`src/rtl/alu_pkg.sv`:
```
// alu_pkg: opcode and FSM state types shared by alu_pipe and its helpers
package alu_pkg;
  typedef enum logic [3:0] {
    OP_ADD, OP_SUB, OP_XOR, OP_AND, OP_OR, OP_XNOR, OP_NAND, OP_DEC,
    OP_INC2, OP_MUL, OP_ILL10, OP_ILL11, OP_ILL12, OP_ILL13, OP_ILL14, OP_ILL15
  } op_e;
  typedef enum logic [1:0] {IDLE, BUSY, HOLD} state_e;
  localparam logic [3:0] OP_MAX_LEGAL = 4'd9;
  function automatic logic op_illegal(input logic [3:0] op);
    return op > OP_MAX_LEGAL;
  endfunction
endpackage

```
`src/rtl/alu_pipe_if.sv`:
```
// alu_pipe_if: operand/result handshake bus plus error-counter sideband
interface alu_pipe_if #(parameter int WIDTH = 5, parameter int ERRW = 8);
  logic in_valid, in_ready, out_valid, out_ready, error, overflow, err_clr;
  logic signed [WIDTH-1:0] a, b;
  logic [3:0] op;
  logic signed [WIDTH:0] c;
  logic [ERRW-1:0] err_count;
  modport slave (input in_valid, a, b, op, out_ready, err_clr,
                 output in_ready, out_valid, c, error, overflow, err_count);
  modport master (output in_valid, a, b, op, out_ready, err_clr,
                  input in_ready, out_valid, c, error, overflow, err_count);
endinterface

```
`src/rtl/alu_mul_iter.sv`:
```
// alu_mul_iter: shift-add signed multiplier on magnitudes, one bit per cycle
// done flags the final iteration; p is valid combinationally alongside it.
module alu_mul_iter import alu_pkg::*; #(parameter int WIDTH = 5) (
  input  logic                      clk,
  input  logic                      rst,
  input  logic                      start,
  input  logic signed [WIDTH-1:0]   a,
  input  logic signed [WIDTH-1:0]   b,
  output logic                      done,
  output logic signed [2*WIDTH-1:0] p
);
  localparam int P = 2 * WIDTH;
  localparam int CW = $clog2(WIDTH) + 1;
  logic [P-1:0] acc_q, acc_d, mc_q, mc_d, sum;
  logic [WIDTH-1:0] mp_q, mp_d, au, bu;
  logic [CW-1:0] cnt_q, cnt_d;
  logic neg_q, neg_d, busy_q, busy_d;
  assign au = a;
  assign bu = b;
  assign sum = acc_q + (mp_q[0] ? mc_q : '0);
  assign done = busy_q && cnt_q == CW'(WIDTH - 1);
  assign p = neg_q ? -sum : sum;
  always_comb begin
    acc_d = acc_q;
    mc_d = mc_q;
    mp_d = mp_q;
    cnt_d = cnt_q;
    neg_d = neg_q;
    busy_d = busy_q;
    if (start) begin
      acc_d = '0;
      mc_d = {{WIDTH{1'b0}}, au[WIDTH-1] ? -au : au};
      mp_d = bu[WIDTH-1] ? -bu : bu;
      cnt_d = '0;
      neg_d = au[WIDTH-1] ^ bu[WIDTH-1];
      busy_d = 1'b1;
    end else if (busy_q) begin
      acc_d = sum;
      mc_d = mc_q << 1;
      mp_d = mp_q >> 1;
      cnt_d = cnt_q + 1'b1;
      busy_d = !done;
    end
  end
  always_ff @(posedge clk or posedge rst)
    if (rst) begin
      acc_q <= '0;
      mc_q <= '0;
      mp_q <= '0;
      cnt_q <= '0;
      neg_q <= 1'b0;
      busy_q <= 1'b0;
    end else begin
      acc_q <= acc_d;
      mc_q <= mc_d;
      mp_q <= mp_d;
      cnt_q <= cnt_d;
      neg_q <= neg_d;
      busy_q <= busy_d;
    end
endmodule

```
`src/rtl/alu_pipe.sv`:
```
// alu_pipe: handshaked ALU with iterative MUL, optional saturation and error counter
module alu_pipe import alu_pkg::*; #(
  parameter int WIDTH = 5,
  parameter int SAT = 0,
  parameter int ERRW = 8
) (
  input logic clk,
  input logic rst,
  alu_pipe_if.slave bus
);
  localparam int R = WIDTH + 1;
  localparam int P = 2 * WIDTH;
  localparam logic [WIDTH-1:0] MOST_NEG = {1'b1, {(WIDTH-1){1'b0}}};
  localparam logic [R-1:0] MAX_R = {1'b0, {WIDTH{1'b1}}};
  localparam logic [R-1:0] MIN_R = {1'b1, {WIDTH{1'b0}}};
  state_e state_q, state_d;
  op_e op;
  logic signed [R-1:0] c_q, c_d, ax, bx, alu_r, mul_c;
  logic signed [P-1:0] prod;
  logic error_q, error_d, overflow_q, overflow_d;
  logic accept, illegal, bad, is_mul, mul_done, mul_ovf, inc;
  logic [ERRW-1:0] err_count_q, err_count_d;
  assign op = op_e'(bus.op);
  assign illegal = op_illegal(bus.op);
  assign is_mul = op == OP_MUL;
  assign bad = illegal || bus.a == MOST_NEG || bus.b == MOST_NEG;
  assign bus.in_ready = state_q == IDLE || (state_q == HOLD && bus.out_ready);
  assign accept = bus.in_valid && bus.in_ready;
  assign inc = accept && bad;
  assign bus.out_valid = state_q == HOLD;
  assign bus.c = c_q;
  assign bus.error = error_q;
  assign bus.overflow = overflow_q;
  assign bus.err_count = err_count_q;
  assign ax = {bus.a[WIDTH-1], bus.a};
  assign bx = {bus.b[WIDTH-1], bus.b};
  // The product fits WIDTH+1 bits only if all upper bits replicate bit WIDTH
  assign mul_ovf = prod[P-1:WIDTH] != {WIDTH{prod[WIDTH]}};
  assign mul_c = (mul_ovf && SAT != 0) ? (prod[P-1] ? MIN_R : MAX_R) : prod[R-1:0];
  alu_mul_iter #(.WIDTH(WIDTH)) u_mul (
    .clk(clk), .rst(rst), .start(accept && is_mul),
    .a(bus.a), .b(bus.b), .done(mul_done), .p(prod)
  );
  always_comb
    case (op)
      OP_ADD:  alu_r = ax + bx;
      OP_SUB:  alu_r = ax - bx;
      OP_XOR:  alu_r = ax ^ bx;
      OP_AND:  alu_r = ax & bx;
      OP_OR:   alu_r = ax | bx;
      OP_XNOR: alu_r = ~(ax ^ bx);
      OP_NAND: alu_r = ~(ax & bx);
      OP_DEC:  alu_r = ax - R'(1);
      OP_INC2: alu_r = bx + R'(2);
      default: alu_r = c_q;
    endcase
  always_comb begin
    state_d = state_q;
    c_d = c_q;
    error_d = error_q;
    overflow_d = overflow_q;
    err_count_d = bus.err_clr ? ERRW'(inc) : err_count_q + ERRW'(inc && !(&err_count_q));
    if (accept) begin
      error_d = bad;
      overflow_d = 1'b0;
      c_d = is_mul ? c_q : alu_r;
      state_d = is_mul ? BUSY : HOLD;
    end else if (state_q == BUSY && mul_done) begin
      c_d = mul_c;
      overflow_d = mul_ovf;
      state_d = HOLD;
    end else if (state_q == HOLD && bus.out_ready) begin
      state_d = IDLE;
    end
  end
  always_ff @(posedge clk or posedge rst)
    if (rst) begin
      state_q <= IDLE;
      c_q <= '0;
      error_q <= 1'b0;
      overflow_q <= 1'b0;
      err_count_q <= '0;
    end else begin
      state_q <= state_d;
      c_q <= c_d;
      error_q <= error_d;
      overflow_q <= overflow_d;
      err_count_q <= err_count_d;
    end
endmodule

```
`src/flat_wrapper.sv`:
```
// flat-port wrapper written by rule: the top's interface ports become plain ports
module alu_pipe_flat import alu_pkg::*;
#(
  parameter int WIDTH = 5,
  parameter int SAT = 0,
  parameter int ERRW = 8
)
  (clk, rst, bus_in_valid, bus_a, bus_b, bus_op, bus_out_ready, bus_err_clr, bus_in_ready, bus_out_valid, bus_c, bus_error, bus_overflow, bus_err_count);
  alu_pipe_if #(.WIDTH(WIDTH), .ERRW(ERRW)) bus_i ();
  input logic clk;
  input logic rst;
  input wire logic [$bits(bus_i.in_valid)-1:0] bus_in_valid;
  input wire logic [$bits(bus_i.a)-1:0] bus_a;
  input wire logic [$bits(bus_i.b)-1:0] bus_b;
  input wire logic [$bits(bus_i.op)-1:0] bus_op;
  input wire logic [$bits(bus_i.out_ready)-1:0] bus_out_ready;
  input wire logic [$bits(bus_i.err_clr)-1:0] bus_err_clr;
  output wire logic [$bits(bus_i.in_ready)-1:0] bus_in_ready;
  output wire logic [$bits(bus_i.out_valid)-1:0] bus_out_valid;
  output wire logic [$bits(bus_i.c)-1:0] bus_c;
  output wire logic [$bits(bus_i.error)-1:0] bus_error;
  output wire logic [$bits(bus_i.overflow)-1:0] bus_overflow;
  output wire logic [$bits(bus_i.err_count)-1:0] bus_err_count;
  assign bus_i.in_valid = bus_in_valid;
  assign bus_i.a = bus_a;
  assign bus_i.b = bus_b;
  assign bus_i.op = bus_op;
  assign bus_i.out_ready = bus_out_ready;
  assign bus_i.err_clr = bus_err_clr;
  assign bus_in_ready = bus_i.in_ready;
  assign bus_out_valid = bus_i.out_valid;
  assign bus_c = bus_i.c;
  assign bus_error = bus_i.error;
  assign bus_overflow = bus_i.overflow;
  assign bus_err_count = bus_i.err_count;
  alu_pipe #(.WIDTH(WIDTH), .SAT(SAT), .ERRW(ERRW)) u_core (.clk(clk), .rst(rst), .bus(bus_i));
endmodule
```
`config.mk`:
```
export PLATFORM = sky130hd
export DESIGN_NAME = alu_pipe_flat
export DESIGN_NICKNAME = d
export VERILOG_FILES = /design/src/rtl/alu_pkg.sv /design/src/rtl/alu_pipe_if.sv /design/src/rtl/alu_mul_iter.sv /design/src/rtl/alu_pipe.sv /design/src/flat_wrapper.sv
export SDC_FILE = /design/constraint.sdc
export NUM_CORES = 1
export LEC_CHECK = 0
export CORE_MARGIN = 1
export CORE_UTILIZATION = 63
export CTS_BUF_LIST = sky130_fd_sc_hd__clkbuf_16
export DETAILED_ROUTE_END_ITERATION = 6
export HOLD_SLACK_MARGIN = 0.02
export PLACE_DENSITY = 0.88
export SLEW_MARGIN = 25
export SYNTH_ARGS = -nofsm -noshare
export SYNTH_HDL_FRONTEND = slang
export SYNTH_SLANG_ARGS = --single-unit
export TNS_END_PERCENT = 10
```
`constraint.sdc`:
```
create_clock -name clk -period 5.5 [get_ports clk]
set_clock_uncertainty 0.05 [all_clocks]
set_input_delay 0.55 -clock clk [delete_from_list [all_inputs] [get_ports clk]]
set_output_delay 0.55 -clock clk [all_outputs]
set_load 0.005 [all_outputs]
```
==> results.json <==
{
  "drt-initial-drc-count": 207,
  "htreeDepth": 2,
  "grt_pass1_vias": 3578,
  "synth.largest_area_cell": "dfrtp_1",
  "remaining_drc_errors": 0,
  "mostFrequentLayoutCells": "nor2_1, dfrtp_1, nand2_1, clkdlybuf4s50_1, ha_1",
  "dr.pass1.iters": 4,
  "powerDensity_nw_per_um2": 371,
  "hold_path_depth": 2,
  "vias": 3750,
  "final_antenna_net_count": 0,
  "synthArstFlopShare_pct": 100,
  "ys.flop_type": "dfrtp_1",
  "fin_setup_tns_ns": 0,
  "hold_viol": 0,
  "maxSlewViolCount": 0,
  "core.rowCount": 29,
  "min_period_ns": 3.94,
  "area_delta_synth_final_pct": 13.0,
  "syn_nets": 557,
  "layout.cells.most_common": "nor2_1",
  "reg2reg_setup_slack_ns": 1.56,
  "ys_seq_area_share_pct": 29.0,
  "final_cells": 604,
  "gp_congestion": 1.01,
  "yosysTopAreaCellShare_pct": 29.0,
  "worstPathMaxFanout": 11,
  "num-nets-final": 582,
  "insertion_delay_ns": 0.29,
  "fmax_mhz": 254,
  "worst_pin_slew_ns": 0.853,
  "clk_pin_slew_ns": 0.07,
  "slew-limit-headroom_pct": 43.1,
  "critPathRequiredTime_ns": 5.61,
  "worstSetupStartpointType": "flip-flop",
  "fin_crit_sh_pct": 71.6,
  "reg2reg_depth": 11,
  "startpoint": "u_core.u_mul.mp_q[0]$_DFFE_PP0P_",
  "routed_wl_um": 10200,
  "r2r_end": "u_core.bus.overflow$_DFFE_PP0P_",
  "fp.coreArea_um2": 6420,
  "ctsResizeCount": 0,
  "die_w_um": 83.9,
  "path_class": "flip-flop to flip-flop",
  "grt-ovfl-total": 0,
  "final_core_util_pct": 74.2,
  "crit_path_end_kind": "flip-flop",
  "cts_hold_buf": 0,
  "synth_cells": 501,
  "synth_cell_types": 68,
  "via_per_inst": 6.21,
  "synthTopCellsByArea": "dfrtp_1, ha_1, mux2i_1, nor2_1, nand2_1",
  "worstSetupEndpoint": "u_core.bus.overflow$_DFFE_PP0P_",
  "yosysWarningCount": 0,
  "grt_use_total_pct": 30.3,
  "io_buffers": 36,
  "cp.arrival_ns": 4.05,
  "post_cts_buffers": 0,
  "grt_pass1_wl_um": 17100,
  "p_leak_uw": 0.00207,
  "wl_per_cell_um": 16.8,
  "run_status": "finished, final reports clean",
  "setup_viol": 0,
  "synth_edf_count": 0,
  "cts_buffers": 5,
  "num_io_pins": 37,
  "synth_area_um2": 4220,
  "tritoncts": "yes",
  "drive_gt1_share_pct": 6.26,
  "antenna_found_initial": 0,
  "drv_cap": 0,
  "antenna_cells": 0,
  "clock_path_buffers": 2,
  "die_area_um2": 7030,
  "worstHoldPathType": "flip-flop to flip-flop",
  "clockRootBuffer": "clkbuf_16",
  "fillerInstances": 483,
  "rsz0062_at_grt": "no",
  "dp_cells": 596,
  "whs_ns": 0.427,
  "timing.rr.start": "u_core.u_mul.mp_q[0]$_DFFE_PP0P_",
  "avgSynthCellArea_um2": 8.43,
  "grt_max_degree": 50,
  "dp_hpwl_um": 7750,
  "ys_ff_latch": 49,
  "initial_core_util_pct": 65.7,
  "peakVddDrop_mv": 0.153,
  "cts.sinks": 49,
  "die_h_um": 83.9
}
-- power by group --
group	switching [uW]	leakage [uW]	internal (uW)	total [uW]
Combinational	458	0.00138	396	854
Clock	143	0.0000680	172	315
Sequential	114	0.000622	485	599
-- logic make-up (layout without fill, tap and decap cells) --
| kind of cell | after synthesis | after routing | synth area share (%) |
|---|---|---|---|
| DFF | 49 | 49 | 29.0 |
| muxes | 26 | 26 | 6.19 |
| and+or+nand+nor | 180 | 180 | 21.2 |
| xor gates and xnor gates | 31 | 31 | 6.43 |
| AOI/OAI and AO/OA | 129 | 129 | 21.3 |
| adders and majority gates | 37 | 37 | 11.3 |
| buffers and inverters | 49 | 75 | 4.59 |
-- state kept, by name, summed over array words and instances (netlist names) --
register,count
u_core.bus.c,6
u_core.bus.err_count,8
u_core.bus.error,1
u_core.bus.overflow,1
u_core.state_q,2
u_core.u_mul.acc_q,10
u_core.u_mul.busy_q,1
u_core.u_mul.cnt_q,4
u_core.u_mul.mc_q,10
u_core.u_mul.mp_q,5
u_core.u_mul.neg_q,1
-- how the worst min path moves through the flow --
stage	from	end	slack, ns
2_1_floorplan	u_core.bus.error$_DFFE_PP0P_	u_core.bus.error$_DFFE_PP0P_	0.42
3_3_place_gp	u_core.bus.error$_DFFE_PP0P_	u_core.bus.error$_DFFE_PP0P_	0.41
3_5_place_dp	u_core.bus.error$_DFFE_PP0P_	u_core.bus.error$_DFFE_PP0P_	0.41
4_1_cts	u_core.bus.error$_DFFE_PP0P_	u_core.bus.error$_DFFE_PP0P_	0.43
5_1_grt	u_core.bus.error$_DFFE_PP0P_	u_core.bus.error$_DFFE_PP0P_	0.47
6_report	u_core.bus.error$_DFFE_PP0P_	u_core.bus.error$_DFFE_PP0P_	0.43
-- layer usage --
layer | global-route usage, % | up-vias | wire [um]
li1 | - | 1829 | -
met1 | 39.0 | 1787 | 4470
met2 | 52.5 | 108 | 5010
met3 | 2.97 | 26 | 409
met4 | 11.4 | 0 | 284
met5 | 0 | - | 0
-- cell usage after synthesis (2+ instances only) --
cell      number
o221ai_1       2
nor2_1        53
nand4_1        3
o211ai_1       3
o22ai_1        4
o21a_1         3
clkbuf_1      18
a21oi_1       29
nand3_1       15
a221oi_2       2
mux2i_1       25
o21bai_1       4
and2_1        14
or2_2          3
inv_1         27
and3_1         3
a31oi_1        2
ha_1          35
o31ai_1        3
nand2b_1       5
a211oi_1       9
a221oi_1       4
nor3b_1        4
a21o_1         6
nor3_1         4
dfrtp_1       49
nor2b_1       15
xnor2_1       20
nand3b_1       4
o311ai_0       2
xor2_1        11
fa_1           2
a22oi_1        3
o21ai_0       33
nand2_1       48
buf_2          2
-- critical path: stages (launching register included) --
cell and delay (ns):
dfrtp_1 0.52, and2_1 0.24, ha_1 0.25, fa_1 0.44, xnor2_1 0.44, nand3_1 0.19
a221oi_2 0.43, nand2_1 0.12, a211oi_1 0.37, o311ai_0 0.27, a2111oi_2 0.43, a221oi_2 0.06
-- area by class of cell --
| class | count | area (um^2) | area share (%) |
|---|---|---|---|
| sequential | 49 | 1230 | 25.7 |
| multi-input combinational | 403 | 2800 | 58.8 |
| clock inverter | 3 | 26.3 | 0.551 |
| inverter | 27 | 103 | 2.15 |
| timing repair buffer | 40 | 390 | 8.19 |
| tap | 77 | 96.3 | 2.02 |
| clock buffer | 5 | 125 | 2.62 |
-- metrics by stage --
| step | instance area [um^2] | setup WS [ns] | power (uW) |
|---|---|---|---|
| 2_1_floorplan | 4220 | 2.02 | 1210 |
| 3_3_place_gp | 4620 | 1.57 | 1410 |
| 3_5_place_dp | 4620 | 1.47 | 1450 |
| 4_1_cts | 4770 | 1.58 | 1770 |
| 5_1_grt | 4770 | 1.36 | 1880 |
| 6_report | 4770 | 1.56 | 1770 |
(Power assumes the default switching activity.)
